**src/rtl/baud_tick_scheduler_if.sv**
```systemverilog
// Config handshake, tick requests and tick/status outputs of the baud tick scheduler.
interface baud_tick_scheduler_if #(
    parameter int unsigned DIV_W = 16
);
    logic             cfg_valid;
    logic             cfg_ready;
    logic [DIV_W-1:0] cfg_div;
    logic             cfg_en;
    logic             tx_req;
    logic             rx_req;
    logic             os_tick;
    logic             tx_tick;
    logic             busy;
    logic [DIV_W-1:0] cur_div;

    // Requester side: issues config and tick requests, consumes ticks.
    modport master (
        output cfg_valid, cfg_div, cfg_en, tx_req, rx_req,
        input  cfg_ready, os_tick, tx_tick, busy, cur_div
    );

    // Scheduler side.
    modport slave (
        input  cfg_valid, cfg_div, cfg_en, tx_req, rx_req,
        output cfg_ready, os_tick, tx_tick, busy, cur_div
    );
endinterface

```
**src/rtl/baud_tick_scheduler.sv**
```systemverilog
// Baud tick scheduler: runtime divisor/enable, oversample and bit ticks,
// divisor changes deferred to the next bit boundary.
module baud_tick_scheduler #(
    parameter int unsigned CLK_IN      = 100_000_000,
    parameter int unsigned OVERSAMPLE  = 16,
    parameter int unsigned DIV_W       = 16,
    parameter int unsigned DEFAULT_DIV = CLK_IN / (115200 * OVERSAMPLE)
) (
    input  logic                 clk_in,
    input  logic                 reset,
    baud_tick_scheduler_if.slave bus
);
    localparam int unsigned OS_W = (OVERSAMPLE > 1) ? $clog2(OVERSAMPLE) : 1;
    localparam logic [DIV_W-1:0] DIV_MIN = DIV_W'(2);

    typedef enum logic [1:0] {
        ST_IDLE  = 2'd0,
        ST_RUN   = 2'd1,
        ST_DRAIN = 2'd2
    } state_t;

    state_t           st_q, st_d;
    logic [DIV_W-1:0] div_q, div_d;
    logic             en_q, en_d;
    logic [DIV_W-1:0] pend_div_q, pend_div_d;
    logic             pend_en_q, pend_en_d;
    logic [DIV_W-1:0] pre_q, pre_d;
    logic [OS_W-1:0]  os_q, os_d;
    logic             os_tick_q, os_tick_d;
    logic             tx_tick_q, tx_tick_d;

    logic             xfer;
    logic             req;
    logic             os_fire;
    logic             bit_fire;
    logic [DIV_W-1:0] div_clamped;

    assign bus.cfg_ready = ~reset && (st_q != ST_DRAIN);
    assign xfer          = bus.cfg_valid && bus.cfg_ready;
    assign req           = bus.tx_req || bus.rx_req;
    assign div_clamped   = (bus.cfg_div < DIV_MIN) ? DIV_MIN : bus.cfg_div;
    assign os_fire       = (pre_q == (div_q - DIV_W'(1)));
    assign bit_fire      = os_fire && (os_q == OS_W'(OVERSAMPLE - 1));

    assign bus.os_tick = os_tick_q;
    assign bus.tx_tick = tx_tick_q;
    assign bus.busy    = (st_q != ST_IDLE);
    assign bus.cur_div = div_q;

    // Next-state, counter and tick logic.
    always_comb begin
        st_d       = st_q;
        div_d      = div_q;
        en_d       = en_q;
        pend_div_d = pend_div_q;
        pend_en_d  = pend_en_q;
        pre_d      = pre_q;
        os_d       = os_q;
        os_tick_d  = 1'b0;
        tx_tick_d  = 1'b0;
        case (st_q)
            ST_IDLE: begin
                pre_d = '0;
                os_d  = '0;
                // A config accepted here decides RUN entry on the next cycle.
                if (xfer) begin
                    div_d = div_clamped;
                    en_d  = bus.cfg_en;
                end else if (en_q && req) begin
                    st_d = ST_RUN;
                end
            end
            ST_RUN, ST_DRAIN: begin
                if (!req) begin
                    // Requests gone: stop, apply any pending or arriving config.
                    st_d  = ST_IDLE;
                    pre_d = '0;
                    os_d  = '0;
                    if (st_q == ST_DRAIN) begin
                        div_d = pend_div_q;
                        en_d  = pend_en_q;
                    end else if (xfer) begin
                        div_d = div_clamped;
                        en_d  = bus.cfg_en;
                    end
                end else begin
                    pre_d     = os_fire ? '0 : pre_q + DIV_W'(1);
                    os_d      = os_fire ? (bit_fire ? '0 : os_q + OS_W'(1)) : os_q;
                    os_tick_d = os_fire;
                    tx_tick_d = bit_fire;
                    if (st_q == ST_DRAIN) begin
                        // Bit boundary: switch to the pending divisor.
                        if (bit_fire) begin
                            div_d = pend_div_q;
                            en_d  = pend_en_q;
                            st_d  = pend_en_q ? ST_RUN : ST_IDLE;
                        end
                    end else if (xfer) begin
                        pend_div_d = div_clamped;
                        pend_en_d  = bus.cfg_en;
                        st_d       = ST_DRAIN;
                    end
                end
            end
            default: begin
                st_d  = ST_IDLE;
                pre_d = '0;
                os_d  = '0;
            end
        endcase
    end

    // State, config and tick registers.
    always_ff @(posedge clk_in) begin
        if (reset) begin
            st_q       <= ST_IDLE;
            div_q      <= DIV_W'(DEFAULT_DIV);
            en_q       <= 1'b0;
            pend_div_q <= '0;
            pend_en_q  <= 1'b0;
            pre_q      <= '0;
            os_q       <= '0;
            os_tick_q  <= 1'b0;
            tx_tick_q  <= 1'b0;
        end else begin
            st_q       <= st_d;
            div_q      <= div_d;
            en_q       <= en_d;
            pend_div_q <= pend_div_d;
            pend_en_q  <= pend_en_d;
            pre_q      <= pre_d;
            os_q       <= os_d;
            os_tick_q  <= os_tick_d;
            tx_tick_q  <= tx_tick_d;
        end
    end
endmodule

```
**src/flat_wrapper.sv**
```systemverilog
// flat-port wrapper written by rule: the top's interface ports become plain ports
module baud_tick_scheduler_flat 
#(
    parameter int unsigned CLK_IN      = 100_000_000,
    parameter int unsigned OVERSAMPLE  = 16,
    parameter int unsigned DIV_W       = 16,
    parameter int unsigned DEFAULT_DIV = CLK_IN / (115200 * OVERSAMPLE)
)
  (clk_in, reset, bus_cfg_valid, bus_cfg_div, bus_cfg_en, bus_tx_req, bus_rx_req, bus_cfg_ready, bus_os_tick, bus_tx_tick, bus_busy, bus_cur_div);
  baud_tick_scheduler_if #(.DIV_W(DIV_W)) bus_i ();
  input  logic clk_in;
  input  logic reset;
  input wire logic [$bits(bus_i.cfg_valid)-1:0] bus_cfg_valid;
  input wire logic [$bits(bus_i.cfg_div)-1:0] bus_cfg_div;
  input wire logic [$bits(bus_i.cfg_en)-1:0] bus_cfg_en;
  input wire logic [$bits(bus_i.tx_req)-1:0] bus_tx_req;
  input wire logic [$bits(bus_i.rx_req)-1:0] bus_rx_req;
  output wire logic [$bits(bus_i.cfg_ready)-1:0] bus_cfg_ready;
  output wire logic [$bits(bus_i.os_tick)-1:0] bus_os_tick;
  output wire logic [$bits(bus_i.tx_tick)-1:0] bus_tx_tick;
  output wire logic [$bits(bus_i.busy)-1:0] bus_busy;
  output wire logic [$bits(bus_i.cur_div)-1:0] bus_cur_div;
  assign bus_i.cfg_valid = bus_cfg_valid;
  assign bus_i.cfg_div = bus_cfg_div;
  assign bus_i.cfg_en = bus_cfg_en;
  assign bus_i.tx_req = bus_tx_req;
  assign bus_i.rx_req = bus_rx_req;
  assign bus_cfg_ready = bus_i.cfg_ready;
  assign bus_os_tick = bus_i.os_tick;
  assign bus_tx_tick = bus_i.tx_tick;
  assign bus_busy = bus_i.busy;
  assign bus_cur_div = bus_i.cur_div;
  baud_tick_scheduler #(.CLK_IN(CLK_IN), .OVERSAMPLE(OVERSAMPLE), .DIV_W(DIV_W), .DEFAULT_DIV(DEFAULT_DIV)) u_core (.clk_in(clk_in), .reset(reset), .bus(bus_i));
endmodule
```
**config.mk**
```make
export PLATFORM = sky130hd
export DESIGN_NAME = baud_tick_scheduler_flat
export DESIGN_NICKNAME = d
export VERILOG_FILES = /design/src/rtl/baud_tick_scheduler_if.sv /design/src/rtl/baud_tick_scheduler.sv /design/src/flat_wrapper.sv
export SDC_FILE = /design/constraint.sdc
export NUM_CORES = 1
export LEC_CHECK = 0
export CAP_MARGIN = 20
export CORE_UTILIZATION = 55
export DETAILED_ROUTE_END_ITERATION = 6
export GPL_ROUTABILITY_DRIVEN = 0
export HOLD_SLACK_MARGIN = 0.15
export PLACE_DENSITY_LB_ADDON = 0.2
export SLEW_MARGIN = 20
export SYNTH_ARGS = -nofsm -noshare
export SYNTH_HDL_FRONTEND = slang
export SYNTH_SLANG_ARGS = --single-unit
```
**constraint.sdc**
```tcl
create_clock -name clk_in -period 6.33 [get_ports clk_in]
set_clock_uncertainty 0.2 [all_clocks]
set_input_delay 0.9495 -clock clk_in [delete_from_list [all_inputs] [get_ports clk_in]]
set_output_delay 0.9495 -clock clk_in [all_outputs]
set_load 0.01 [all_outputs]
```
# == Word level (Yosys, flattened, before mapping) ==
# Cells that the tools add are included.
# totals
register_bits,58
in_bits,22
# classes
addsub,3
magnitude_cmp,1
n_eq_ne,11
muxes,22
bitwise,4
reduce_logical,14
# ops
op,count
two-way mux 16 bit,6
one-hot mux 16 bit (2 select lines),1
adder 16 x 1 -> 16 bit (second input constant),1
== test 16 bit,1
less-than comparator 16 x 2 -> 1 bit (second input constant),1
subtractor 16 x 1 -> 16 bit (second input constant),1
two-way mux 2 bit,6
AND reduction 4 bit,2
two-way mux 1 bit,6
inequality test 3 bit (second input constant),2
adder 4 x 1 -> 4 bit (second input constant),1
== test 4 bit (second input constant),1
logical AND 1 bit,4
two-way mux 4 bit,1
inequality test 2 bit (second input constant),2
inequality test 4 x 3 -> 1 bit (second input constant),1
inequality test 4 bit (second input constant),1
inverter 1 bit,4
one-hot mux 2 bit (2 select lines),1
nonzero test 2 bit,2
OR reduction 4 bit,1
AND reduction 3 bit,1
OR reduction 3 bit,1
== test 2 x 1 -> 1 bit (second input constant),1
6 further kinds,6

# == Depth between registers and ports, before layout ==
# depth
depth_word,7
mapped_depth,12

# == Least setup slack after synthesis ==
# Ideal clock, no wire load.
# synth_timing
path_type,register -> register
startpoint,"register u_core.div_q[0], in the netlist u_core.bus.cur_div[0]"
endpoint,register u_core.st_q[0]
t_arrival_ns,2.881
required_ns,6.007
setup_slack_ns,3.125
stages_incl_launch_ff,11
n_path_buf,1
period_less_slack_ns,3.205
path_cell_list,dfxtp_1 -> inv_1 -> ha_1 -> or3b_1 -> clkbuf_1 -> or4_1 -> a211o_1 -> a22oi_4 -> nand3_2 -> o31ai_2 -> mux2_1
# synth_between
elab_chain_cells,5
# synth_lines
element,line_no,rtl
"start, declared",baud_tick_scheduler.sv:23,"logic [DIV_W-1:0] div_q, div_d;"
"start signal, assigned",baud_tick_scheduler.sv:117,div_q <= DIV_W'(DEFAULT_DIV);
"start signal, assigned",baud_tick_scheduler.sv:127,div_q <= div_d;
subtractor 16 x 1 -> 16 bit,baud_tick_scheduler.sv:42,assign os_fire = (pre_q == (div_q - DIV_W'(1)));
== test 16 bit,baud_tick_scheduler.sv:42,
logical AND 1 bit,baud_tick_scheduler.sv:43,assign bit_fire = os_fire && (os_q == OS_W'(OVERSAMPLE - 1));
inequality test 4 bit (no source line),-,
AND reduction 4 bit (no source line),-,
"end signal, assigned",baud_tick_scheduler.sv:126,st_q <= st_d;
"end, declared",baud_tick_scheduler.sv:22,"state_t st_q, st_d;"
# No other way between the ends.
# A chain may end at the register's enable or synchronous reset.

# == Worst setup path in the final report ==
# layout_timing
startpoint,"register u_core.div_q[0], in the netlist u_core.bus.cur_div[0]"
endpoint,"register u_core.div_q[1], in the netlist u_core.bus.cur_div[1]"
# layout_between
elab_chain_cells,5
# layout_lines
element,line_no
subtractor 16 x 1 -> 16 bit,baud_tick_scheduler.sv:42
== test 16 bit,baud_tick_scheduler.sv:42
logical AND 1 bit,baud_tick_scheduler.sv:43
inequality test 3 bit (no source line),-
AND reduction 3 bit (no source line),-
# No other way between the ends.

==> impl_metrics.tcl <==
set metrics [dict create \
    top_level_ports 42 \
    status "finished clean" \
    powerDensity_mw_per_mm2 331.7 \
    clock-sinks 58 \
    fin_util_pct 66.71 \
    drv_cap 0 \
    cp_top_family "simple AND/OR/NAND/NOR gates" \
    r2r_start "u_core.bus.cur_div[0]" \
    grt_usage_pct 26.21 \
    yosysSeqAreaShare_pct 33.53 \
    finalHoldViolations 0 \
    dp_slack_ps 2530 \
    hpwl_um 5677 \
    cp_max_fo 17 \
    min_to "u_core.pend_div_q[8]" \
    synth_cell_types 56 \
    routed_wl_um 8202 \
    async_flop_share_pct 0 \
    clk_path_buf_depth 2 \
    path_cells "inv_1 > ha_1 > or3b_1 > or4_1 > a211o_1 > a22oi_4 > and4_4 > or2_1 > mux2i_1" \
    final_common_cell "nor2_1" \
    synth_enable_flop_cells 0 \
    fin_crit_sh_pct 60.53 \
    yosysTopAreaCellShare_pct 33.53 \
    final_cell_mix "nor2_1, dfxtp_1, nand2_1" \
    hold_buffers 0 \
    rows 28 \
    antennaDiodeCount 0 \
    coreArea_mm2 0.005991 \
    crit_type "reg -> reg" \
    ctsResizeCount 0 \
    syn-cell-area_mm2 0.003463 \
    vias 3081 \
    grt_pass1_vias 2700 \
    timing.rr.end "u_core.bus.cur_div[1]" \
    insertion_delay_ps 340 \
    synth-main-ff-cell "dfxtp_1" \
    relSlewSlack_pct 35.38 \
    layout.nets 487 \
    grt_first_pass_wirelength_um 12990 \
    htree_levels 3 \
    start_util_pct 57.81 \
    min_path_type "reg -> reg" \
    drt_first_pass_iters 4 \
    fp.dieH_um 81.36 \
    final_max_slew_viol_count 0 \
    die_w_um 81.36 \
    ir_worst_vdd_v 0.0002702 \
    setup_slack_ps 2498 \
    synth_nets 464 \
    viasPerCell 5.748 \
    io_buffers 41 \
    startpoint_type "flip-flop" \
    grt-ovfl-total 0 \
    dieArea_mm2 0.006619 \
    place_area_mm2 0.003836 \
    cts_setup_buffers 0 \
    wl_per_cell_um 15.30 \
    fin_area_mm2 0.003996 \
    drc 0 \
    dr.first_iter.drc_count 153 \
    fin_crit_ps 3832 \
    min-delay-start "u_core.pend_div_q[8]" \
    holdPathStages 2 \
    fmax_ghz 0.2610 \
    synth_top_area_cell "dfxtp_1" \
    ys_ff_latch 58 \
    ant_nets 0 \
    worstMarginPinSlew_ps 969.4 \
    cp-end-kind "flip-flop" \
    critPathBufInv 1 \
    synthCells 435 \
    grt_max_degree 60 \
    yosys-top-cells-area "dfxtp_1, nor2_1, mux2i_1" \
    postSynthAreaPerCell_um2 7.962 \
    cp_slowest_stage_delay_ps 720 \
    grt_antenna_before_repair 0 \
    finalPower_mw 1.326 \
    crit_slowest_cell "or2_1" \
    cp.required_ps 6400 \
    clk_pin_slew_worst_paths_ps 60 \
    cts_root_buf "clkbuf_8" \
    p_leak_nw 1.401 \
    ys_warn_count 0 \
    layout-drive-gt1-share_pct 8.460 \
    rsz0062_at_grt "false" \
    setup-tns-final_ps 0 \
    cts_tree "done" \
    reg2reg_depth 9 \
    rrSetupSlack_ps 2500 \
    syn_to_final_growth_pct 15.39 \
    setup_viol_count_final 0 \
    cp.arrival_ps 3900 \
    cts_buffers 9 \
]
==> state kept, by name, summed over array words and instances (netlist names) <==
name                flops
u_core.bus.cur_div     16
u_core.pend_div_q      16
u_core.pre_q           16
u_core.os_q             4
u_core.st_q             2
u_core.bus.os_tick      1
u_core.bus.tx_tick      1
u_core.en_q             1
u_core.pend_en_q        1
==> synth_stat cells, types with 3 or more instances <==
library cell   n
a211oi_1       7
a21oi_1       31
and3_1         6
buf_2          3
buf_6          3
clkbuf_1      23
dfxtp_1       58
ha_1           7
inv_1          9
mux2i_1       20
nand2_1       43
nand2b_1      12
nand3_1       14
nand4_1        3
nor2_1        60
nor2b_1        3
nor3_1        13
nor4_1         9
o21ai_0        6
o21ai_1       11
o21ai_2       10
o31ai_1        4
or4_1          6
xnor2_1       21
xor2_1        16
==> metrics by stage <==
step / std cells / hold slack [ps]
3_3_place_gp: 522 / 244.2
2_1_floorplan: 435 / 236.7
5_1_grt: 536 / 269.6
4_1_cts: 536 / 255.6
6_report: 536 / 256.4
3_5_place_dp: 522 / 246.9
==> worst max path at each step <==
stage | cells after the start | endpoint | start | slack (ps)
final | 9 | u_core.bus.cur_div[1] | u_core.bus.cur_div[0] | 2500
after global routing | 9 | u_core.bus.cur_div[1] | u_core.bus.cur_div[0] | 2270
after CTS | 9 | u_core.bus.cur_div[1] | u_core.bus.cur_div[0] | 2500
after detailed placement | 9 | u_core.bus.cur_div[1] | u_core.bus.cur_div[0] | 2530
after global placement | 9 | u_core.bus.cur_div[1] | u_core.bus.cur_div[0] | 2600
after floorplan | 10 | u_core.st_q[0] | u_core.bus.cur_div[0] | 3130
==> area by class of cell <==
cell class                      count  area [µm²]
Clock buffer                       11       141.4
Clock inverter                      3       17.52
Fill cell                         529        1994
Inverter                            9       33.78
Multi-Input combinational cell    337        2128
Sequential cell                    58        1161
Tap cell                           75       93.84
Timing Repair Buffer               43       420.4
==> power by group <==
group          switching (mW)  internal (mW)  leakage, nW
Combinational           0.316          0.238        0.850
Sequential             0.0770          0.408        0.470
Clock                   0.140          0.147       0.0810
==> tightest hold or removal path: cells and delay by family, from the launching register on <==
kind / cells / cell delay [ps]
compound gates: 1 / 50
simple gates: 1 / 50
flops: 1 / 310
==> per-layer routing <==
metal  routed length (µm)  part of all wire [%]  track usage, %  vias up
met5                    0                     0               0        -
met4                  125                   1.5           12.68        0
met3                  407                   5.0           4.382       10
met2                 3919                    48           41.92       68
met1                 3749                    46           33.93     1438
li1                     -                     -               -     1565
==> cell families (layout without fill, tap and decap cells) <==
| logic type | count (synthesis) | in the layout | synth area share, % |
|---|---|---|---|
| AND/OR/NAND/NOR | 182 | 182 | 25.54 |
| AO/OA/AOI/OAI | 90 | 90 | 17.74 |
| flip-flops | 58 | 58 | 33.53 |
| buffers and inverters | 40 | 66 | 5.202 |
| XOR/XNOR | 37 | 37 | 9.357 |
| multiplexers | 21 | 21 | 6.105 |
| adder cells (fa/ha/maj) | 7 | 7 | 2.529 |
No activity file was read; power rests on OpenSTA's default activity.
